--- config.mk ---
export PLATFORM = sky130hd
export DESIGN_NAME = fir_filter_mac_stage_flat
export DESIGN_NICKNAME = d
export VERILOG_FILES = /design/src/rtl/fir_filter_mac_stage_if.sv /design/src/rtl/fir_filter_mac_stage.sv /design/src/flat_wrapper.sv
export SDC_FILE = /design/constraint.sdc
export NUM_CORES = 2
export LEC_CHECK = 0
export ABC_AREA = 1
export CAP_MARGIN = 10
export CORE_MARGIN = 2
export CORE_UTILIZATION = 50
export CTS_BUF_LIST = sky130_fd_sc_hd__clkbuf_16
export DETAILED_ROUTE_END_ITERATION = 16
export PLACE_DENSITY = 0.68
export SETUP_SLACK_MARGIN = 0.4
export SLEW_MARGIN = 10
export SYNTH_ARGS = -nofsm -noshare
export SYNTH_HDL_FRONTEND = slang
export SYNTH_SLANG_ARGS = --single-unit
--- constraint.sdc ---
create_clock -name clk -period 7.35 [get_ports clk]
set_clock_uncertainty 0.1 [all_clocks]
set_input_delay 1.47 -clock clk [delete_from_list [all_inputs] [get_ports clk]]
set_output_delay 1.47 -clock clk [all_outputs]
set_load 0.01 [all_outputs]
--- src/rtl/fir_filter_mac_stage_if.sv ---
// ---------------------------------------------------------------------------
// fir_filter_mac_stage_if
// Tap/result bundle between the FIR get-data stage and the MAC stage.
//   master : drives the tap (data_in, coeff_in, valid_in, first_in, last_in)
//            and the pipeline controls (freeze_in, flush_in); receives results
//   slave  : the MAC stage; drives result_out, result_valid_out, overflow_out
// ---------------------------------------------------------------------------
interface fir_filter_mac_stage_if #(
  parameter int INPUT_WIDTH  = 32,
  parameter int OUTPUT_WIDTH = 32
);
  logic [INPUT_WIDTH-1:0]  data_in;
  logic [INPUT_WIDTH-1:0]  coeff_in;
  logic                    valid_in;
  logic                    first_in;
  logic                    last_in;
  logic                    freeze_in;
  logic                    flush_in;
  logic [OUTPUT_WIDTH-1:0] result_out;
  logic                    result_valid_out;
  logic                    overflow_out;

  modport master (
    output data_in, coeff_in, valid_in, first_in, last_in, freeze_in, flush_in,
    input  result_out, result_valid_out, overflow_out
  );

  modport slave (
    input  data_in, coeff_in, valid_in, first_in, last_in, freeze_in, flush_in,
    output result_out, result_valid_out, overflow_out
  );
endinterface

--- src/rtl/fir_filter_mac_stage.sv ---
// ---------------------------------------------------------------------------
// fir_filter_mac_stage
// Three-stage signed multiply-accumulate for the FIR datapath.
//   P : registers data*coeff (2*INPUT_WIDTH bits) plus valid/first/last
//   A : overwrites (first) or saturating-adds the product into acc
//   R : acc >>> FRAC_BITS, clipped to OUTPUT_WIDTH, emitted on the batch's
//       last tap with a one-cycle result_valid_out / overflow_out pulse
// Ports:
//   clk  rising-edge clock
//   rst  asynchronous active-low reset
//   bus  fir_filter_mac_stage_if.slave (tap in, controls, result out)
// freeze_in holds every register; flush_in clears valids/flags/acc and wins
// over freeze_in. result_out holds its value between pulses.
// Optional: `define FIR_MAC_ROUND_EN adds round-half-up (saturating add of
// 2^(FRAC_BITS-1)) ahead of the output shift.
// ---------------------------------------------------------------------------
module fir_filter_mac_stage #(
  parameter int INPUT_WIDTH  = 32,
  parameter int GUARD_BITS   = 4,
  parameter int OUTPUT_WIDTH = 32,
  parameter int FRAC_BITS    = 31
) (
  input logic                  clk,
  input logic                  rst,
  fir_filter_mac_stage_if.slave bus
);
  localparam int PROD_W    = 2*INPUT_WIDTH;
  localparam int ACC_WIDTH = PROD_W + GUARD_BITS;
  localparam int EXT_W     = ((ACC_WIDTH > OUTPUT_WIDTH) ? ACC_WIDTH : OUTPUT_WIDTH) + 1;
  localparam int STAGES    = 1;

  localparam logic signed [ACC_WIDTH-1:0] ACC_MAX = {1'b0, {(ACC_WIDTH-1){1'b1}}};
  localparam logic signed [ACC_WIDTH-1:0] ACC_MIN = {1'b1, {(ACC_WIDTH-1){1'b0}}};
  localparam logic signed [EXT_W-1:0] OUT_MAX =
    {{(EXT_W-OUTPUT_WIDTH+1){1'b0}}, {(OUTPUT_WIDTH-1){1'b1}}};
  localparam logic signed [EXT_W-1:0] OUT_MIN =
    {{(EXT_W-OUTPUT_WIDTH+1){1'b1}}, {(OUTPUT_WIDTH-1){1'b0}}};

  typedef struct packed {
    logic signed [PROD_W-1:0] prod;
    logic                     first;
    logic                     last;
  } p_stage_t;

  // vld_pipe[0] = P valid, vld_pipe[1] = A valid
  logic [STAGES:0]             vld_pipe;
  p_stage_t                    p_q;
  logic                        a_last;
  logic signed [ACC_WIDTH-1:0] acc;
  logic                        sat;
  logic [OUTPUT_WIDTH-1:0]     result_q;
  logic                        res_vld_q;
  logic                        ovf_q;

  // ---- P-stage product (operands sign-extended so the multiply is exact)
  logic signed [PROD_W-1:0] d_ext, c_ext, prod_d;
  always_comb begin
    d_ext  = {{INPUT_WIDTH{bus.data_in[INPUT_WIDTH-1]}},  bus.data_in};
    c_ext  = {{INPUT_WIDTH{bus.coeff_in[INPUT_WIDTH-1]}}, bus.coeff_in};
    prod_d = d_ext * c_ext;
  end

  // ---- A-stage saturating add
  logic signed [ACC_WIDTH-1:0] prod_ext, sum, acc_add;
  logic                        add_ovf;
  always_comb begin
    prod_ext = {{GUARD_BITS{p_q.prod[PROD_W-1]}}, p_q.prod};
    sum      = acc + prod_ext;
    // overflow only when both operands share a sign the sum does not
    add_ovf  = (acc[ACC_WIDTH-1] == prod_ext[ACC_WIDTH-1]) &&
               (sum[ACC_WIDTH-1] != acc[ACC_WIDTH-1]);
    acc_add  = sum;
    if (add_ovf) acc_add = acc[ACC_WIDTH-1] ? ACC_MIN : ACC_MAX;
  end

  // ---- R-stage scale and clip
  logic signed [ACC_WIDTH-1:0] acc_r, shifted;
  logic signed [EXT_W-1:0]     s_ext;
  logic                        rnd_ovf, clip;
  logic [OUTPUT_WIDTH-1:0]     clipped;
`ifdef FIR_MAC_ROUND_EN
  localparam logic signed [ACC_WIDTH-1:0] RND_HALF =
    {{(ACC_WIDTH-1){1'b0}}, 1'b1} << (FRAC_BITS-1);
  logic signed [ACC_WIDTH-1:0] rnd_sum;
  always_comb begin
    rnd_sum = acc + RND_HALF;
    // adding a positive constant can only overflow upwards
    rnd_ovf = ~acc[ACC_WIDTH-1] & rnd_sum[ACC_WIDTH-1];
    acc_r   = rnd_ovf ? ACC_MAX : rnd_sum;
  end
`else
  always_comb begin
    rnd_ovf = 1'b0;
    acc_r   = acc;
  end
`endif

  always_comb begin
    shifted = acc_r >>> FRAC_BITS;
    s_ext   = {{(EXT_W-ACC_WIDTH){shifted[ACC_WIDTH-1]}}, shifted};
    clip    = 1'b0;
    clipped = s_ext[OUTPUT_WIDTH-1:0];
    if (s_ext > OUT_MAX) begin
      clip    = 1'b1;
      clipped = OUT_MAX[OUTPUT_WIDTH-1:0];
    end else if (s_ext < OUT_MIN) begin
      clip    = 1'b1;
      clipped = OUT_MIN[OUTPUT_WIDTH-1:0];
    end
  end

  // ---- pipeline registers
  always_ff @(posedge clk or negedge rst) begin
    if (!rst) begin
      vld_pipe  <= '0;
      p_q       <= '0;
      a_last    <= 1'b0;
      acc       <= '0;
      sat       <= 1'b0;
      result_q  <= '0;
      res_vld_q <= 1'b0;
      ovf_q     <= 1'b0;
    end else if (bus.flush_in) begin
      vld_pipe  <= '0;
      p_q.first <= 1'b0;
      p_q.last  <= 1'b0;
      a_last    <= 1'b0;
      acc       <= '0;
      sat       <= 1'b0;
      res_vld_q <= 1'b0;
      ovf_q     <= 1'b0;
    end else if (!bus.freeze_in) begin
      // P
      vld_pipe  <= {vld_pipe[STAGES-1:0], bus.valid_in};
      p_q.prod  <= prod_d;
      p_q.first <= bus.valid_in & bus.first_in;
      p_q.last  <= bus.valid_in & bus.last_in;
      // A
      a_last    <= p_q.last;
      if (vld_pipe[0]) begin
        if (p_q.first) begin
          acc <= prod_ext;
          sat <= 1'b0;
        end else begin
          acc <= acc_add;
          if (add_ovf) sat <= 1'b1;
        end
      end
      // R
      if (vld_pipe[1] && a_last) begin
        result_q  <= clipped;
        res_vld_q <= 1'b1;
        ovf_q     <= sat | clip | rnd_ovf;
      end else begin
        res_vld_q <= 1'b0;
        ovf_q     <= 1'b0;
      end
    end
  end

  assign bus.result_out       = result_q;
  assign bus.result_valid_out = res_vld_q;
  assign bus.overflow_out     = ovf_q;
endmodule
--- src/flat_wrapper.sv ---
// flat-port wrapper written by rule: the top's interface ports become plain ports
module fir_filter_mac_stage_flat 
#(
  parameter int INPUT_WIDTH  = 32,
  parameter int GUARD_BITS   = 4,
  parameter int OUTPUT_WIDTH = 32,
  parameter int FRAC_BITS    = 31
)
  (clk, rst, bus_data_in, bus_coeff_in, bus_valid_in, bus_first_in, bus_last_in, bus_freeze_in, bus_flush_in, bus_result_out, bus_result_valid_out, bus_overflow_out);
  fir_filter_mac_stage_if #(.INPUT_WIDTH(INPUT_WIDTH), .OUTPUT_WIDTH(OUTPUT_WIDTH)) bus_i ();
  input logic clk;
  input logic rst;
  input wire logic [$bits(bus_i.data_in)-1:0] bus_data_in;
  input wire logic [$bits(bus_i.coeff_in)-1:0] bus_coeff_in;
  input wire logic [$bits(bus_i.valid_in)-1:0] bus_valid_in;
  input wire logic [$bits(bus_i.first_in)-1:0] bus_first_in;
  input wire logic [$bits(bus_i.last_in)-1:0] bus_last_in;
  input wire logic [$bits(bus_i.freeze_in)-1:0] bus_freeze_in;
  input wire logic [$bits(bus_i.flush_in)-1:0] bus_flush_in;
  output wire logic [$bits(bus_i.result_out)-1:0] bus_result_out;
  output wire logic [$bits(bus_i.result_valid_out)-1:0] bus_result_valid_out;
  output wire logic [$bits(bus_i.overflow_out)-1:0] bus_overflow_out;
  assign bus_i.data_in = bus_data_in;
  assign bus_i.coeff_in = bus_coeff_in;
  assign bus_i.valid_in = bus_valid_in;
  assign bus_i.first_in = bus_first_in;
  assign bus_i.last_in = bus_last_in;
  assign bus_i.freeze_in = bus_freeze_in;
  assign bus_i.flush_in = bus_flush_in;
  assign bus_result_out = bus_i.result_out;
  assign bus_result_valid_out = bus_i.result_valid_out;
  assign bus_overflow_out = bus_i.overflow_out;
  fir_filter_mac_stage #(.INPUT_WIDTH(INPUT_WIDTH), .GUARD_BITS(GUARD_BITS), .OUTPUT_WIDTH(OUTPUT_WIDTH), .FRAC_BITS(FRAC_BITS)) u_core (.clk(clk), .rst(rst), .bus(bus_i));
endmodule
; ---- After elaboration in Yosys (flattened, before gate mapping)
; Index checks and enable logic that the tools add are counted.
[totals]
reg_bits = 172
latch_bits = 0
mem_bits_rw = 0
romBits = 0
inputBits = 71
output_inout_bits = 34
word_cells = 57
mem_count = 0
[classes]
addsub = 1
multipliers = 1
div_mod_pow = 0
n_lt_le_gt_ge = 2
eq_ne = 3
shifts = 0
mux = 27
n_bitwise = 5
reduce_logical = 8
[op_table]
columns = operator, count
row1 = $mux W68, 6
row2 = $add A68 B64 Y68, 1
row3 = $mul A32 B32 Y64, 1
row4 = $mux W32, 2
row5 = $gt A37 B32 Y1 const B, 1
row6 = $lt A37 B32 Y1 const B, 1
row7 = $mux W1, 15
row8 = $mux W2, 4
row9 = $reduce_and A3 Y1, 2
row10 = $reduce_and A2 Y1, 2
row11 = $reduce_bool A3 Y1, 1
row12 = $and A1 B1 Y1, 2
row13 = $logic_and A1 B1 Y1, 2
row14 = $ne A2 B1 Y1 const B, 1
row15 = $not A1 Y1, 2
row16 = $reduce_bool A2 Y1, 1
row17 = $eq A1 B1 Y1, 1
row18 = $ne A1 B1 Y1, 1
row19 = $or A1 B1 Y1, 1

; ---- Longest topological paths before layout
[logic_depth]
word_depth = 8
ltp_mapped = 32
ltp_nobuf = 31

; ---- Least setup slack after synthesis
; Ideal clock, no wire load.
[synth_path]
path_kind = input to register
startpoint = input port bus_data_in[31]
endpoint = register u_core.p_q[53] (netlist name)
setup_ns = 0.130
t_arrival_ns = 8.366
required_time_ns = 7.120
path_slack_ns = -1.246
cell_stages = 30
n_path_buf = 1
path_cell_list = clkbuf_1 > nand2_1 > inv_1 > fa_1 > inv_1 > fa_1 > inv_1 > fa_1 > fa_1 > inv_1 > fa_1 > inv_1 > fa_1 > inv_1 > fa_1 > inv_1 > fa_1 > ha_1 > nand2_1 > nor2_1 > inv_1 > nor2_1 > inv_1 > nor2_1 > nand3_1 > or2_2 > nand3_1 > nand2_1 > nand3_1 > o21ai_0
[synth_between]
elab_chain_cells = 1
[synth_rtl]
columns = item, line
row1 = start: declaration, flat_wrapper.sv:13  ; input wire logic [$bits(bus_i.data_in)-1:0] bus_data_in;
row2 = $mul A32 B32 Y64, fir_filter_mac_stage.sv:60  ; prod_d = d_ext * c_ext;
row3 = end: declaration, fir_filter_mac_stage.sv:47  ; p_stage_t p_q;
; No other way between the ends.
; A chain may end at the register's enable or synchronous reset.

; ---- Worst setup path in the final report
[layout_path]
startpoint = input port bus_coeff_in[5]
endpoint = register u_core.p_q[32] (netlist name)
[layout_between]
elab_chain_cells = 1
[layout_rtl]
columns = item, line
row1 = start: declaration, flat_wrapper.sv:14  ; input wire logic [$bits(bus_i.coeff_in)-1:0] bus_coeff_in;
row2 = $mul A32 B32 Y64, fir_filter_mac_stage.sv:60
; No other way between the ends.

==> out/metrics.csv <==
metric;value;unit
final_cells;8758;
cts_root_buf;clkbuf_16;
final_hold_viol_count;0;
rsz0062_at_grt;true;
synthTopCellsByCount;1,964 x nand2_1, 1,744 x inv_1, 1,083 x fa_1;
cts_made_buffers;17;
syn_area;50800;um^2
grt_pass1_vias;49100;
area_growth;28.3;%
antenna_found_initial;5;
max_stage_delay;0.57;ns
fin_area;65100;um^2
die_area;104000;um^2
outcome;complete, but fails checks;
startpoint_type;input pin;
drcViolationCount;0;
required;7.56;ns
drt_iter0_drc;4060;
ant_nets;0;
cp.arrival;8.15;ns
synth.largest_area_cell;fa_1;
tightest_slew;0.989;ns
ios;105;
critical_path.max_fanout;6;
first_pass_iters;6;
maxCapViolCount;0;
final_core_util;64.9;%
period_minus_slack;7.94;ns
setup_tns;-19.40;ns
num_vias;46800;
wl_per_cell;20.7;um
syn_avg_cell_area;7.55;um^2
setup_violations;46;
ctsHoldBuffers;0;
antennaDiodeCount;0;
cts_sinks;172;
synth_top_area_share;42.7;%
overflow;0;
min_period_over_period;108;%
layout-drive-gt1-share;21.8;%
violations;negative setup slack;
core_region_area;100000;um^2
cts_tree;yes;
viasPerCell;5.34;
clkLatencyLatePin;0.47;ns
yosysMostFrequentCell;nand2_1;
synth_nets;8132;
grt_pass1_wl;279000;um
synth-edff-count;0;
crit_slowest_cell;fa_1;
maxSlewViolCount;0;
nets;8793;
io_buffers;104;
place_inst;8466;
gp_congestion;1.05;
die_w;323;um
clk_transition_reported_paths;0.07;ns
async_reset_ff_share;100;%
yosysWarnings;0;
drt-total-wl;181000;um
max_freq;126;MHz
critical_path_class;input pin to register;
ys_types;52;
cts_buffer_depth;2;
grt_use_total;35.3;%
setup.worst_path.end_class;register;
synthesis.instances;6727;
h-tree-depth;4;
ys_seq_area_share;8.47;%
ys.flop_type;dfrtp_1;
setup_ws;-0.591;ns
hp-class;register to register;
grt_max_degree;69;
critPathMostFrequentCell;fa_1;
rows;116;
start_util;50.6;%
max-slew-margin-rel;34.1;%
hpwl;132000;um
synth_area_leaders;fa_1 43%, nand2_1 15%, inv_1 13%;
die_y;323;um
place_area;58500;um^2
ys_ff_latch;172;
cells by family (layout without fill, tap and decap cells):
kind of cell / count (synthesis) / after routing / synth area share (%)
xor gates and xnor gates: 72 / 72 / 1.24
and+or+nand+nor: 2639 / 2639 / 20.9
AOI/OAI and AO/OA: 505 / 505 / 5.53
DFF: 172 / 172 / 8.47
adders and majority gates: 1334 / 1334 / 48.9
buffers and inverters: 2005 / 2679 / 15.0
what timing repair did:
action | CTS | global route
setup buffers | 143 | 67
setup endpoints to repair | 54 | 52
cloned | 49 | 1
pin swaps | 261 | 257
gates resized for setup | 775 | 366
path summary, 6_finish.rpt:
check / end / slack (ns) / cells after the start / start
min in group asynchronous: u_core.acc[9]$_DFFE_PN0P_ / 0.85 / 1 / rst
worst max register to register: u_core.acc[39]$_DFFE_PN0P_ / 3.52 / 14 / u_core.acc[42]$_DFFE_PN0P_
worst max-delay path: u_core.p_q[32]$_DFFE_PN0P_ / -0.59 / 31 / bus_coeff_in[5]
max in group asynchronous: u_core.bus.result_out[14]$_DFFE_PN0P_ / 5.04 / 2 / rst
worst min-delay path: u_core.bus.result_out[28]$_DFFE_PN0P_ / 0.38 / 2 / u_core.bus.result_out[28]$_DFFE_PN0P_
worst min register to register: u_core.bus.result_out[28]$_DFFE_PN0P_ / 0.38 / 2 / u_core.bus.result_out[28]$_DFFE_PN0P_
stage by stage:
step                worst slack, ns  hold slack (ns)
CTS                          -0.603            0.388
finish                       -0.591            0.383
floorplan                    -0.746            0.355
global route                 -0.772            0.404
detailed placement            -1.63            0.368
global placement              -1.60            0.366
cell usage in the layout, fill, tap and decap left out, types with 39 or more instances in the layout:
cell type / synthesis / routed
a21oi_1: 193 / 132
a21oi_2: 3 / 42
buf_12: 2 / 123
buf_4: 3 / 518
buf_6: 4 / 105
clkdlybuf4s50_1: 0 / 39
dfrtp_1: 172 / 172
fa_1: 1083 / 990
fa_2: 0 / 93
ha_1: 251 / 193
ha_4: 0 / 57
inv_1: 1744 / 1628
inv_2: 4 / 115
nand2_1: 1964 / 1850
nand2_2: 10 / 76
nand2_4: 0 / 43
nand3_1: 164 / 142
nor2_1: 364 / 282
nor2_2: 7 / 43
nor2_4: 5 / 51
o21ai_0: 194 / 125
o21ai_1: 11 / 43
o21ai_2: 22 / 53
routing by layer:
metal  GRT usage (%)  vias to the layer above  share of wire [%]
met3            6.83                      623                9.6
met2            57.5                     2254                 46
met4            17.9                        2                6.5
met5               0                        -             0.0072
met1            44.9                    23100                 37
li1                -                    20800                  -
sequential cells by signal, indices dropped and copies added, names as in the netlist:
name / cells
u_core.a_last: 1
u_core.acc: 68
u_core.bus.overflow_out: 1
u_core.bus.result_out: 32
u_core.bus.result_valid_out: 1
u_core.p_q: 66
u_core.sat: 1
u_core.vld_pipe: 2
final cells by class:
type,count,area [um^2]
clock buffer,17,425
sequential,172,4300
multi-input combinational,4550,42100
fill,8270,35300
timing repair buffer,897,9920
clock inverter,15,140
tap,1357,1700
inverter,1750,6590
worst max-delay path: cells and delay by family:
kind | cells | cell delay, ns
adder cells (fa/ha/maj) | 9 | 4.34
buffers and inverters | 13 | 1.37
AND/OR/NAND/NOR | 7 | 0.73
AO/OA/AOI/OAI | 2 | 0.25
Power is not shown: default switching activity piles up to over one toggle a cycle in this logic, so the estimate is an artifact.
